File: src/rtl/circle_engine.sv
// Midpoint-circle rasteriser: optional screen clear, then eight-way symmetric plotting with backpressure.
// Define CIRCLE_CLIP_EN to skip off-screen DRAW points instead of wrapping them.
module circle_engine #(
    parameter int XW       = 8,
    parameter int YW       = 7,
    parameter int RW       = 7,
    parameter int CW       = 3,
    parameter int SCREEN_W = 160,
    parameter int SCREEN_H = 120
) (
    input  logic          clock,
    input  logic          resetb,
    input  logic          cmd_valid,
    output logic          cmd_ready,
    input  logic          cmd_clear,
    input  logic [XW-1:0] cmd_cx,
    input  logic [YW-1:0] cmd_cy,
    input  logic [RW-1:0] cmd_radius,
    input  logic [CW-1:0] cmd_colour,
    output logic [XW-1:0] pix_x,
    output logic [YW-1:0] pix_y,
    output logic [CW-1:0] pix_colour,
    output logic          pix_plot,
    input  logic          pix_ready,
    output logic          busy,
    output logic          done
);
    localparam logic [2:0] S_IDLE   = 3'd0;
    localparam logic [2:0] S_CLEAR  = 3'd1;
    localparam logic [2:0] S_INIT   = 3'd2;
    localparam logic [2:0] S_DRAW   = 3'd3;
    localparam logic [2:0] S_UPDATE = 3'd4;
    localparam logic [2:0] S_DONE   = 3'd5;

    localparam logic signed [RW+1:0] ONE_O = 1;
    localparam logic signed [RW+2:0] ONE_C = 1;
    localparam logic [XW-1:0] CLR_X_LAST = XW'(SCREEN_W - 1);
    localparam logic [YW-1:0] CLR_Y_LAST = YW'(SCREEN_H - 1);

    logic [2:0]             state_q, state_d;
    logic [XW-1:0]          cx_q, cx_d;
    logic [YW-1:0]          cy_q, cy_d;
    logic [RW-1:0]          r_q, r_d;
    logic [CW-1:0]          col_q, col_d;
    logic [XW-1:0]          clr_x_q, clr_x_d;
    logic [YW-1:0]          clr_y_q, clr_y_d;
    logic signed [RW+1:0]   ox_q, ox_d, oy_q, oy_d;
    logic signed [RW+2:0]   crit_q, crit_d;
    logic [2:0]             k_q, k_d;

    logic signed [XW+1:0]   px, dx, ox_x, oy_x;
    logic signed [YW+1:0]   py, dy, ox_y, oy_y;
    logic                   in_range;
    logic signed [RW+1:0]   ox_n, oy_n;
    logic signed [RW+2:0]   ox_c, oy_c;
    logic                   crit_le0;

    // Signed offsets widened to the coordinate width so cx-oy can go negative.
    assign ox_x = (XW+2)'(ox_q);
    assign oy_x = (XW+2)'(oy_q);
    assign ox_y = (YW+2)'(ox_q);
    assign oy_y = (YW+2)'(oy_q);

    always_comb begin
        dx = ox_x;
        dy = oy_y;
        case (k_q)
            3'd0: begin dx =  ox_x; dy =  oy_y; end
            3'd1: begin dx =  oy_x; dy =  ox_y; end
            3'd2: begin dx = -ox_x; dy =  oy_y; end
            3'd3: begin dx = -oy_x; dy =  ox_y; end
            3'd4: begin dx = -ox_x; dy = -oy_y; end
            3'd5: begin dx = -oy_x; dy = -ox_y; end
            3'd6: begin dx =  ox_x; dy = -oy_y; end
            default: begin dx = oy_x; dy = -ox_y; end
        endcase
    end

    assign px = $signed({2'b00, cx_q}) + dx;
    assign py = $signed({2'b00, cy_q}) + dy;

`ifdef CIRCLE_CLIP_EN
    localparam logic signed [XW+1:0] SW_S = (XW+2)'(SCREEN_W);
    localparam logic signed [YW+1:0] SH_S = (YW+2)'(SCREEN_H);
    assign in_range = !(px[XW+1] || py[YW+1] || (px >= SW_S) || (py >= SH_S));
`else
    assign in_range = 1'b1;
`endif

    always_comb begin
        pix_plot   = 1'b0;
        pix_x      = '0;
        pix_y      = '0;
        pix_colour = '0;
        case (state_q)
            S_CLEAR: begin
                pix_plot = 1'b1;
                pix_x    = clr_x_q;
                pix_y    = clr_y_q;
            end
            S_DRAW: begin
                pix_plot   = in_range;
                pix_x      = px[XW-1:0];
                pix_y      = py[YW-1:0];
                pix_colour = col_q;
            end
            default: ;
        endcase
    end

    assign cmd_ready = (state_q == S_IDLE);
    assign busy      = (state_q != S_IDLE);
    assign done      = (state_q == S_DONE);

    // Midpoint decision update; oy may dip to -1 for radius 0, hence signed offsets.
    assign crit_le0 = crit_q[RW+2] || (crit_q == '0);
    assign ox_n     = ox_q + ONE_O;
    assign oy_n     = crit_le0 ? oy_q : (oy_q - ONE_O);
    assign ox_c     = (RW+3)'(ox_n);
    assign oy_c     = (RW+3)'(oy_n);

    always_comb begin
        state_d = state_q;
        cx_d    = cx_q;
        cy_d    = cy_q;
        r_d     = r_q;
        col_d   = col_q;
        clr_x_d = clr_x_q;
        clr_y_d = clr_y_q;
        ox_d    = ox_q;
        oy_d    = oy_q;
        crit_d  = crit_q;
        k_d     = k_q;
        case (state_q)
            S_IDLE: if (cmd_valid) begin
                cx_d    = cmd_cx;
                cy_d    = cmd_cy;
                r_d     = cmd_radius;
                col_d   = cmd_colour;
                clr_x_d = '0;
                clr_y_d = '0;
                state_d = cmd_clear ? S_CLEAR : S_INIT;
            end
            S_CLEAR: if (pix_ready) begin
                if (clr_x_q == CLR_X_LAST) begin
                    clr_x_d = '0;
                    if (clr_y_q == CLR_Y_LAST) state_d = S_INIT;
                    else                       clr_y_d = clr_y_q + 1'b1;
                end else begin
                    clr_x_d = clr_x_q + 1'b1;
                end
            end
            S_INIT: begin
                ox_d    = '0;
                oy_d    = $signed({2'b00, r_q});
                crit_d  = ONE_C - $signed({3'b000, r_q});
                k_d     = 3'd0;
                state_d = S_DRAW;
            end
            S_DRAW: if (!pix_plot || pix_ready) begin
                k_d = k_q + 3'd1;
                if (k_q == 3'd7) state_d = S_UPDATE;
            end
            S_UPDATE: begin
                ox_d    = ox_n;
                oy_d    = oy_n;
                crit_d  = crit_le0 ? (crit_q + (ox_c <<< 1) + ONE_C)
                                   : (crit_q + ((ox_c - oy_c) <<< 1) + ONE_C);
                k_d     = 3'd0;
                state_d = (ox_n <= oy_n) ? S_DRAW : S_DONE;
            end
            S_DONE:  state_d = S_IDLE;
            default: state_d = S_IDLE;
        endcase
    end

    always_ff @(posedge clock or negedge resetb) begin
        if (!resetb) begin
            state_q <= S_IDLE;
            cx_q    <= '0;
            cy_q    <= '0;
            r_q     <= '0;
            col_q   <= '0;
            clr_x_q <= '0;
            clr_y_q <= '0;
            ox_q    <= '0;
            oy_q    <= '0;
            crit_q  <= '0;
            k_q     <= '0;
        end else begin
            state_q <= state_d;
            cx_q    <= cx_d;
            cy_q    <= cy_d;
            r_q     <= r_d;
            col_q   <= col_d;
            clr_x_q <= clr_x_d;
            clr_y_q <= clr_y_d;
            ox_q    <= ox_d;
            oy_q    <= oy_d;
            crit_q  <= crit_d;
            k_q     <= k_d;
        end
    end
endmodule

File: config.mk
export PLATFORM = sky130hd
export DESIGN_NAME = circle_engine
export DESIGN_NICKNAME = d
export VERILOG_FILES = /design/src/rtl/circle_engine.sv
export SDC_FILE = /design/constraint.sdc
export NUM_CORES = 1
export LEC_CHECK = 0
export CELL_PAD_IN_SITES_DETAIL_PLACEMENT = 0
export CELL_PAD_IN_SITES_GLOBAL_PLACEMENT = 1
export CORE_ASPECT_RATIO = 0.7
export CORE_MARGIN = 1.5
export CORE_UTILIZATION = 41
export CTS_BUF_LIST = sky130_fd_sc_hd__clkbuf_8
export CTS_CLUSTER_DIAMETER = 150
export DETAILED_ROUTE_END_ITERATION = 8
export PLACE_DENSITY_LB_ADDON = 0.1
export SKIP_LAST_GASP = 1
export SLEW_MARGIN = 20
export SYNTH_ARGS = -nofsm -noshare
export SYNTH_HDL_FRONTEND = slang
export SYNTH_SLANG_ARGS = --single-unit
File: constraint.sdc
create_clock -name clock -period 4 [get_ports clock]
set_clock_uncertainty 0.1 [all_clocks]
set_input_delay 0.4 -clock clock [delete_from_list [all_inputs] [get_ports clock]]
set_output_delay 0.4 -clock clock [all_outputs]
set_load 0.01 [all_outputs]
==> results of run 1 <==
[cell type report]
class | count | area (sq um)
multi-input cells | 693 | 4940
fillers | 1465 | 6580
clock buffers | 9 | 124
clock inverters | 7 | 82.6
well taps | 220 | 275
repair buffers | 212 | 1720
flip-flops and latches | 74 | 1850
inverters | 44 | 168
[logic make-up after synthesis]
group | share of synthesized area, %
fa+ha+maj | 10.9
simple gates | 24.3
buf+inv | 5.34
flops | 27.7
mux | 1.83
compound gates | 22.8
xor+xnor | 7.15
[placed cells by master (no fill, tap or decap), types with 5 or more instances in the layout]
master           synthesis  layout
ha_1                    50      38
clkbuf_8                 0       9
o22ai_1                  9       9
buf_2                   12       5
buf_4                    1     154
inv_1                   42      36
a21oi_2                  0      12
nand2b_1                10       8
or3_1                    5       5
nor2b_1                  9       6
o21a_1                   7       7
o21ai_0                 69      61
nor3_2                   4       5
o21ai_1                  3       8
nor3b_1                  7       5
ha_4                     0      10
o211ai_1                12      12
nor3_1                  24      21
nand2_1                133     130
a21oi_1                 54      42
nand3_1                 27      24
dfrtp_1                 74      72
a21o_1                  10      10
xor2_1                  24      23
nand4_1                  9       9
clkdlybuf4s50_1          0      38
mux2i_1                 10       8
and3_1                  15      15
o21bai_1                 5       5
buf_6                    0       9
xnor2_1                 28      25
a22o_1                   5       5
o31ai_1                  8       6
inv_2                    2       7
nor2_1                  69      64
[registers in the layout, indices dropped and copies added (netlist names), named ones only]
register / cells
crit_q: 10
ox_q: 9
clr_x_q: 8
cx_q: 8
oy_q: 8
clr_y_q: 7
cy_q: 7
r_q: 7
col_q: 3
k_q: 3
state_q: 3
[worst paths after layout]
kind	from	end	slack, ns
worst max-delay path	ox_q[1]	pix_x[7]	-0.25
max in group asynchronous	resetb	k_q[2]	3.29
worst min-delay path	resetb	crit_q[7]	-0.07
worst max register to register	crit_q[1]	crit_q[9]	0.21
worst min register to register	col_q[2]	col_q[2]	0.38
min in group clock	col_q[2]	col_q[2]	0.38
[cells in the mapped netlist, types with 12 or more instances]
master,number
nor3_1,24
nor2_1,69
o211ai_1,12
xnor2_1,28
nand3_1,27
nand2_1,133
ha_1,50
xor2_1,24
and3_1,15
o21ai_0,69
a21oi_1,54
clkbuf_1,28
inv_1,42
dfrtp_1,74
buf_2,12
[worst max-delay path, stage by stage (launching register included)]
cell and delay (ns):
dfrtp_1 0.42, buf_6 0.14, nor3_4 0.26, nor3_1 0.08
a21o_1 0.16, a221o_1 0.40, o21a_1 0.19, o22a_1 0.19
ha_4 0.25, nand3_2 0.07, o211ai_1 0.14, o41ai_2 0.43
buf_4 0.19, nand4b_1 0.11, a21o_1 0.14, nand3_2 0.08
buf_6 0.14
[power by group through the flow]
| stage | logic (mW) | clock network, mW | registers, mW |
|---|---|---|---|
| after floorplan | 3.66 | 0 | 1.18 |
| after global placement | 5.91 | 0 | 1.25 |
| after detailed placement | 5.98 | 0 | 1.26 |
| after CTS | 6.34 | 0.653 | 1.26 |
| after global routing | 7.44 | 0.687 | 1.31 |
| final | 6.86 | 0.638 | 1.28 |
[per-layer routing]
| layer | track usage (%) | vias to the layer above | part of all wire [%] |
|---|---|---|---|
| li1 | - | 3416 | - |
| met1 | 43.1 | 3400 | 51 |
| met2 | 40.0 | 237 | 40 |
| met3 | 5.56 | 25 | 7.1 |
| met4 | 6.60 | 0 | 1.4 |
| met5 | 0 | - | 0 |
[metrics by stage]
step	TNS (ns)	worst slack [ns]	hold slack, ns	instance area, sq um	util [%]
floorplan	0	0.234	0.00441	6680	-
global route	-1.21	-0.420	0.00242	9160	58.2
CTS	-0.239	-0.196	0.135	8880	56.4
global placement	-1.39	-0.336	0.354	8290	52.7
detailed placement	-1.78	-0.397	0.356	8290	52.7
finish	-0.398	-0.250	-0.0719	9160	58.2
[what timing repair did]
action,in CTS,in global routing
endpoints found under the setup margin,15,17
endpoints found under the hold margin,0,0
pin swaps,38,37
resized for setup,95,58
buffers inserted,20,7
==> flow_summary_export.csv, run 1 <==
group,metric,value,unit
place,numPortBuffers,51,
final_layout,final_cells,1259,
final_layout,drive_above_1_share,27.4,%
power,power_density,959,nW/um^2
synthesis,synth_top_area_cell,"dfrtp_1",
floorplanning,ioPinCount,52,
routing,totalWireLength,23.4,mm
worst_setup_path,cp-start-kind,"flip-flop",
clock_network,cts_max_level,3,
routing,ant_nets,0,
power,internal_power,4.55,mW
grt,grt_pass1_vias,6789,
floorplanning,start_util,42.5,%
synthesis,synth_flop_cell,"dfrtp_1",
timing,final_hold_viol_count,73,
power,sequentialPowerShare,14.6,%
timing,finalMaxSlewViolations,0,
synthesis,yosysTopAreaCellShare,27.7,%
clock_network,hold_buffers,0,
power,switchingPower,4.23,mW
synthesis,postSynthCellCount,857,
final_layout,n_antenna_cell,0,
timing,period_share,106,%
timing,relSlewSlack,40.2,%
floorplanning,rows,38,
worst_setup_path,crit_type,"reg2out",
power,clkPwrFrac,7.3,%
floorplanning,die_h,110,um
clock_network,cts_tree,"built",
worst_setup_path,worst_r2r_path_depth,17,
floorplanning,core,15700,sq um
synthesis,synth_area_leaders,"dfrtp_1 (28%), ha_1 (9.4%), nand2_1 (7.5%), o21ai_0 (5.2%), a21oi_1 (4.0%)",
timing,tightest_slew,0.894,ns
synthesis,synth_edf_count,0,
clock_network,cts_buffer_depth,2,
grt,grt_overflow_total,0,
synthesis,synth.net_count,942,
worst_setup_path,end_kind,"primary output",
clock_network,clkTransAtPathRegs,0.10,ns
final_layout,syn_to_final_growth,37.0,%
routing,dr_total_vias,7078,
floorplanning,fp.dieW,156,um
clock_network,cts_buffers,9,
timing,fmax,0.235,GHz
flow_run,drv_cap,0,
timing,whs,-0.0719,ns
place,hpwl,17.3,mm
synthesis,synth-seq-cells,74,
worst_hold_path,hold_class,"in2async",
status,status,"finished, violations left",
timing,rsz0062_at_grt,"yes",
grt,grt_max_degree,75,
grt,antenna_found_initial,0,
worst_setup_path,critPathArrivalTime,3.75,ns
timing,setup_violations,3,
power,p_total,8.78,mW
synthesis,synth_cell_type_count,80,
worst_setup_path,critPathMaxFanout,4,
routing,drc,0,
routing,vias_per_cell,5.62,
floorplanning,die_area,17100,sq um
synthesis,synth_warnings,0,
clock_network,clkLatencyLatePin,0.39,ns
clock_network,clk_root_buffer_cell,"clkbuf_8",
synthesis,syn_area_per_cell,7.80,sq um
routing,drt_iter0_markers,547,
synthesis,ys_seq_area_share,27.7,%
grt,grt_usage,28.1,%
worst_setup_path,worstPathRequired,3.50,ns
synthesis,async_flop_share,100,%
timing,min_period,4.25,ns
power,p_sw_share,48.2,%
synthesis,netlist_area,6680,sq um
grt,grt_pass1_wl,36.6,mm
timing,setup_ws,-0.250,ns
power,combPwrFrac,78.1,%
routing,first_pass_iters,5,
power,vdd_ir_drop_max,0.000532,V
routing,avgRoutedWirePerCell,18.6,um
place,dp_cells,1217,
place,place_congestion,0.948,
final_layout,finalNetCount,1119,
clock_network,clock_sink_count,74,
power,p_leak,4.20,nW
status,violations,"hold timing, setup timing",
Note: power is estimated with default switching activity, not from simulation.
==> run 2: changes to the inputs <==
--- a/config.mk
+++ b/config.mk
@@ -7,7 +7,7 @@
 export LEC_CHECK = 0
 export CELL_PAD_IN_SITES_DETAIL_PLACEMENT = 0
 export CELL_PAD_IN_SITES_GLOBAL_PLACEMENT = 1
-export CORE_ASPECT_RATIO = 0.7
+export CORE_ASPECT_RATIO = 1.75
 export CORE_MARGIN = 1.5
 export CORE_UTILIZATION = 41
 export CTS_BUF_LIST = sky130_fd_sc_hd__clkbuf_8
==> run 2 against run 1 <==
The flow finishes with violations (setup timing). Non-clock buffer count fell by 4. Routed wire length rose by 1.8%. Maximum frequency rose by 4.8%. Cell area fell by 0.75%. Final cell count fell by 2.8%. Sequential share of layout area rose by 0.15 points. Global-route usage rose by 0.43 points. Critical path type unchanged. Largest cell class unchanged.
==> flow_summary_export.csv, run 2 (synthesis gave the netlist of run 1 again) <==
group,metric,value,unit
grt,grt_max_degree,46,
grt,antenna_found_initial,0,
floorplanning,die_area,17100,sq um
worst_setup_path,end_kind,"primary output",
routing,vias_per_cell,5.71,
floorplanning,die_h,172,um
place,hpwl,18.7,mm
timing,rsz0062_at_grt,"yes",
floorplanning,core,16000,sq um
worst_setup_path,worstPathRequired,3.50,ns
clock_network,cts_buffer_depth,2,
worst_setup_path,cp-start-kind,"flip-flop",
grt,grt_overflow_total,0,
routing,ant_nets,0,
final_layout,layout_top_registers,"crit_q (10), ox_q (9)",
timing,finalMaxSlewViolations,0,
clock_network,clkLatencyLatePin,0.37,ns
worst_hold_path,hold_class,"reg2reg",
final_layout,n_antenna_cell,0,
grt,grt_usage,28.6,%
place,place_congestion,0.887,
worst_setup_path,crit_buf_inv,4,
final_layout,top_register,"crit_q",
floorplanning,rows,61,
power,p_leak,4.21,nW
worst_setup_path,slowest_stage,"dfrtp_1",
routing,totalWireLength,23.8,mm
routing,dr_total_vias,6993,
power,power_density,976,nW/um^2
routing,drt_iter0_markers,235,
timing,whs,0.382,ns
flow_run,drv_cap,0,
worst_setup_path,critPathMaxFanout,5,
status,violations,"setup timing",
floorplanning,start_util,41.9,%
clock_network,clock_sink_count,74,
clock_network,clk_root_buffer_cell,"clkbuf_8",
final_layout,layout_commonest_cell,"buf_4",
clock_network,cts_tree,"built",
power,vdd_ir_drop_max,0.000553,V
routing,avgRoutedWirePerCell,19.5,um
final_layout,syn_to_final_growth,36.0,%
final_layout,layout_common_cells,"buf_4 (148), nand2_1 (131), dfrtp_1 (72)",
routing,first_pass_iters,4,
routing,drc,0,
clock_network,cts_max_level,3,
status,status,"finished, violations left",
timing,setup_tns,-0.114,ns
worst_setup_path,slowest_delay,0.40,ns
worst_setup_path,cp_top_family,"compound AO/OA/AOI/OAI gates",
timing,final_hold_viol_count,0,
timing,relSlewSlack,40.7,%
final_layout,finalNetCount,1115,
final_layout,fillerInstances,1565,
timing,tightest_slew,0.887,ns
final_layout,drive_above_1_share,26.6,%
clock_network,cts_buffers,9,
worst_setup_path,critPathArrivalTime,3.55,ns
clock_network,clkTransAtPathRegs,0.09,ns
timing,setup_violations,3,
grt,grt_pass1_wl,37.3,mm
final_layout,largest_reg_flops,10,
timing,fmax,0.247,GHz
power,p_total,8.87,mW
timing,min_period,4.05,ns
worst_setup_path,path_cells,"inv_2 -> ha_4 -> nand2b_4 -> o31ai_1 -> a221o_1 -> nand2_1 -> a21oi_2 -> a21oi_2 -> ha_1 -> buf_4 -> nand3_2 -> o211ai_1 -> buf_4 -> o41ai_4 -> nand4b_1 -> a21o_1 -> nand3_1 -> buf_2",
floorplanning,ioPinCount,52,
worst_setup_path,crit_type,"reg2out",
place,dp_slack,-0.382,ns
timing,period_share,101,%
grt,grt_pass1_vias,7227,
final_layout,multi_input_area,4930,sq um
final_layout,seq_area,1850,sq um
place,numPortBuffers,51,
timing,setup_ws,-0.0541,ns
floorplanning,fp.dieW,99.5,um
## run 2: final cells by class
type	count	share of cell area [%]
clock buffer	9	1.36
clock inverter	7	0.909
inverter	44	1.84
multi-input combinational	693	54.2
sequential	74	20.4
tap	189	2.60
timing repair buffer	208	18.6
## run 2: per-stage QoR
stage	instances	utilization [%]	instance area [sq um]
finish	1224	57.0	9090
CTS	1220	55.4	8830
detailed placement	1188	51.8	8270
floorplan	857	-	6680
global route	1224	57.0	9090
global placement	1188	51.8	8270
## run 2: worst reg2reg max path, cell delays in order (launching register included)
cell	delay, ns
dfrtp_1	0.39
buf_4	0.16
inv_1	0.08
ha_2	0.27
buf_4	0.14
nor2_2	0.11
a21oi_2	0.05
ha_1	0.29
nor2b_1	0.14
o21ai_1	0.16
a21boi_1	0.10
o21ai_1	0.22
nor2b_4	0.20
xnor2_2	0.14
ha_1	0.28
a21o_1	0.19
a21o_1	0.18
a21oi_2	0.15
o31ai_2	0.09
xnor2_1	0.19
o21ai_1	0.08
## run 2: what timing repair did
| item | CTS | global route |
|---|---|---|
| pin swaps | 40 | 40 |
| setup endpoints to repair | 14 | 15 |
| endpoints found under the hold margin | 44 | 0 |
| setup buffers | 16 | 5 |
| hold buffers | 1 | 0 |
| resized for setup | 89 | 60 |
| cloned | 0 | 0 |
## run 2: metal layers
layer  vias to the layer above  GRT usage (%)  share of wire (%)
li1                       3396              -                  -
met1                      3386           28.2                 36
met2                       146           57.1                 56
met3                        65           2.51                1.9
met4                         0           16.0                6.6
met5                         -              0                  0
## run 2: path summary, 6_finish.rpt
path / start / end / slack (ns) / cells past startpoint
max: ox_q[1] / pix_x[7] / -0.05 / 18
max reg2reg: oy_q[0] / crit_q[9] / 0.17 / 20
min: col_q[1] / col_q[1] / 0.38 / 2
min in group asynchronous: resetb / ox_q[8] / 0.50 / 2
min reg2reg: col_q[1] / col_q[1] / 0.38 / 2
max in group asynchronous: resetb / clr_x_q[4] / 2.43 / 3
## run 2: power by group
group	internal [mW]	switching (mW)	total [mW]
clock network	0.300	0.353	0.653
registers	1.00	0.245	1.25
logic	3.31	3.66	6.97
total	4.61	4.26	8.87
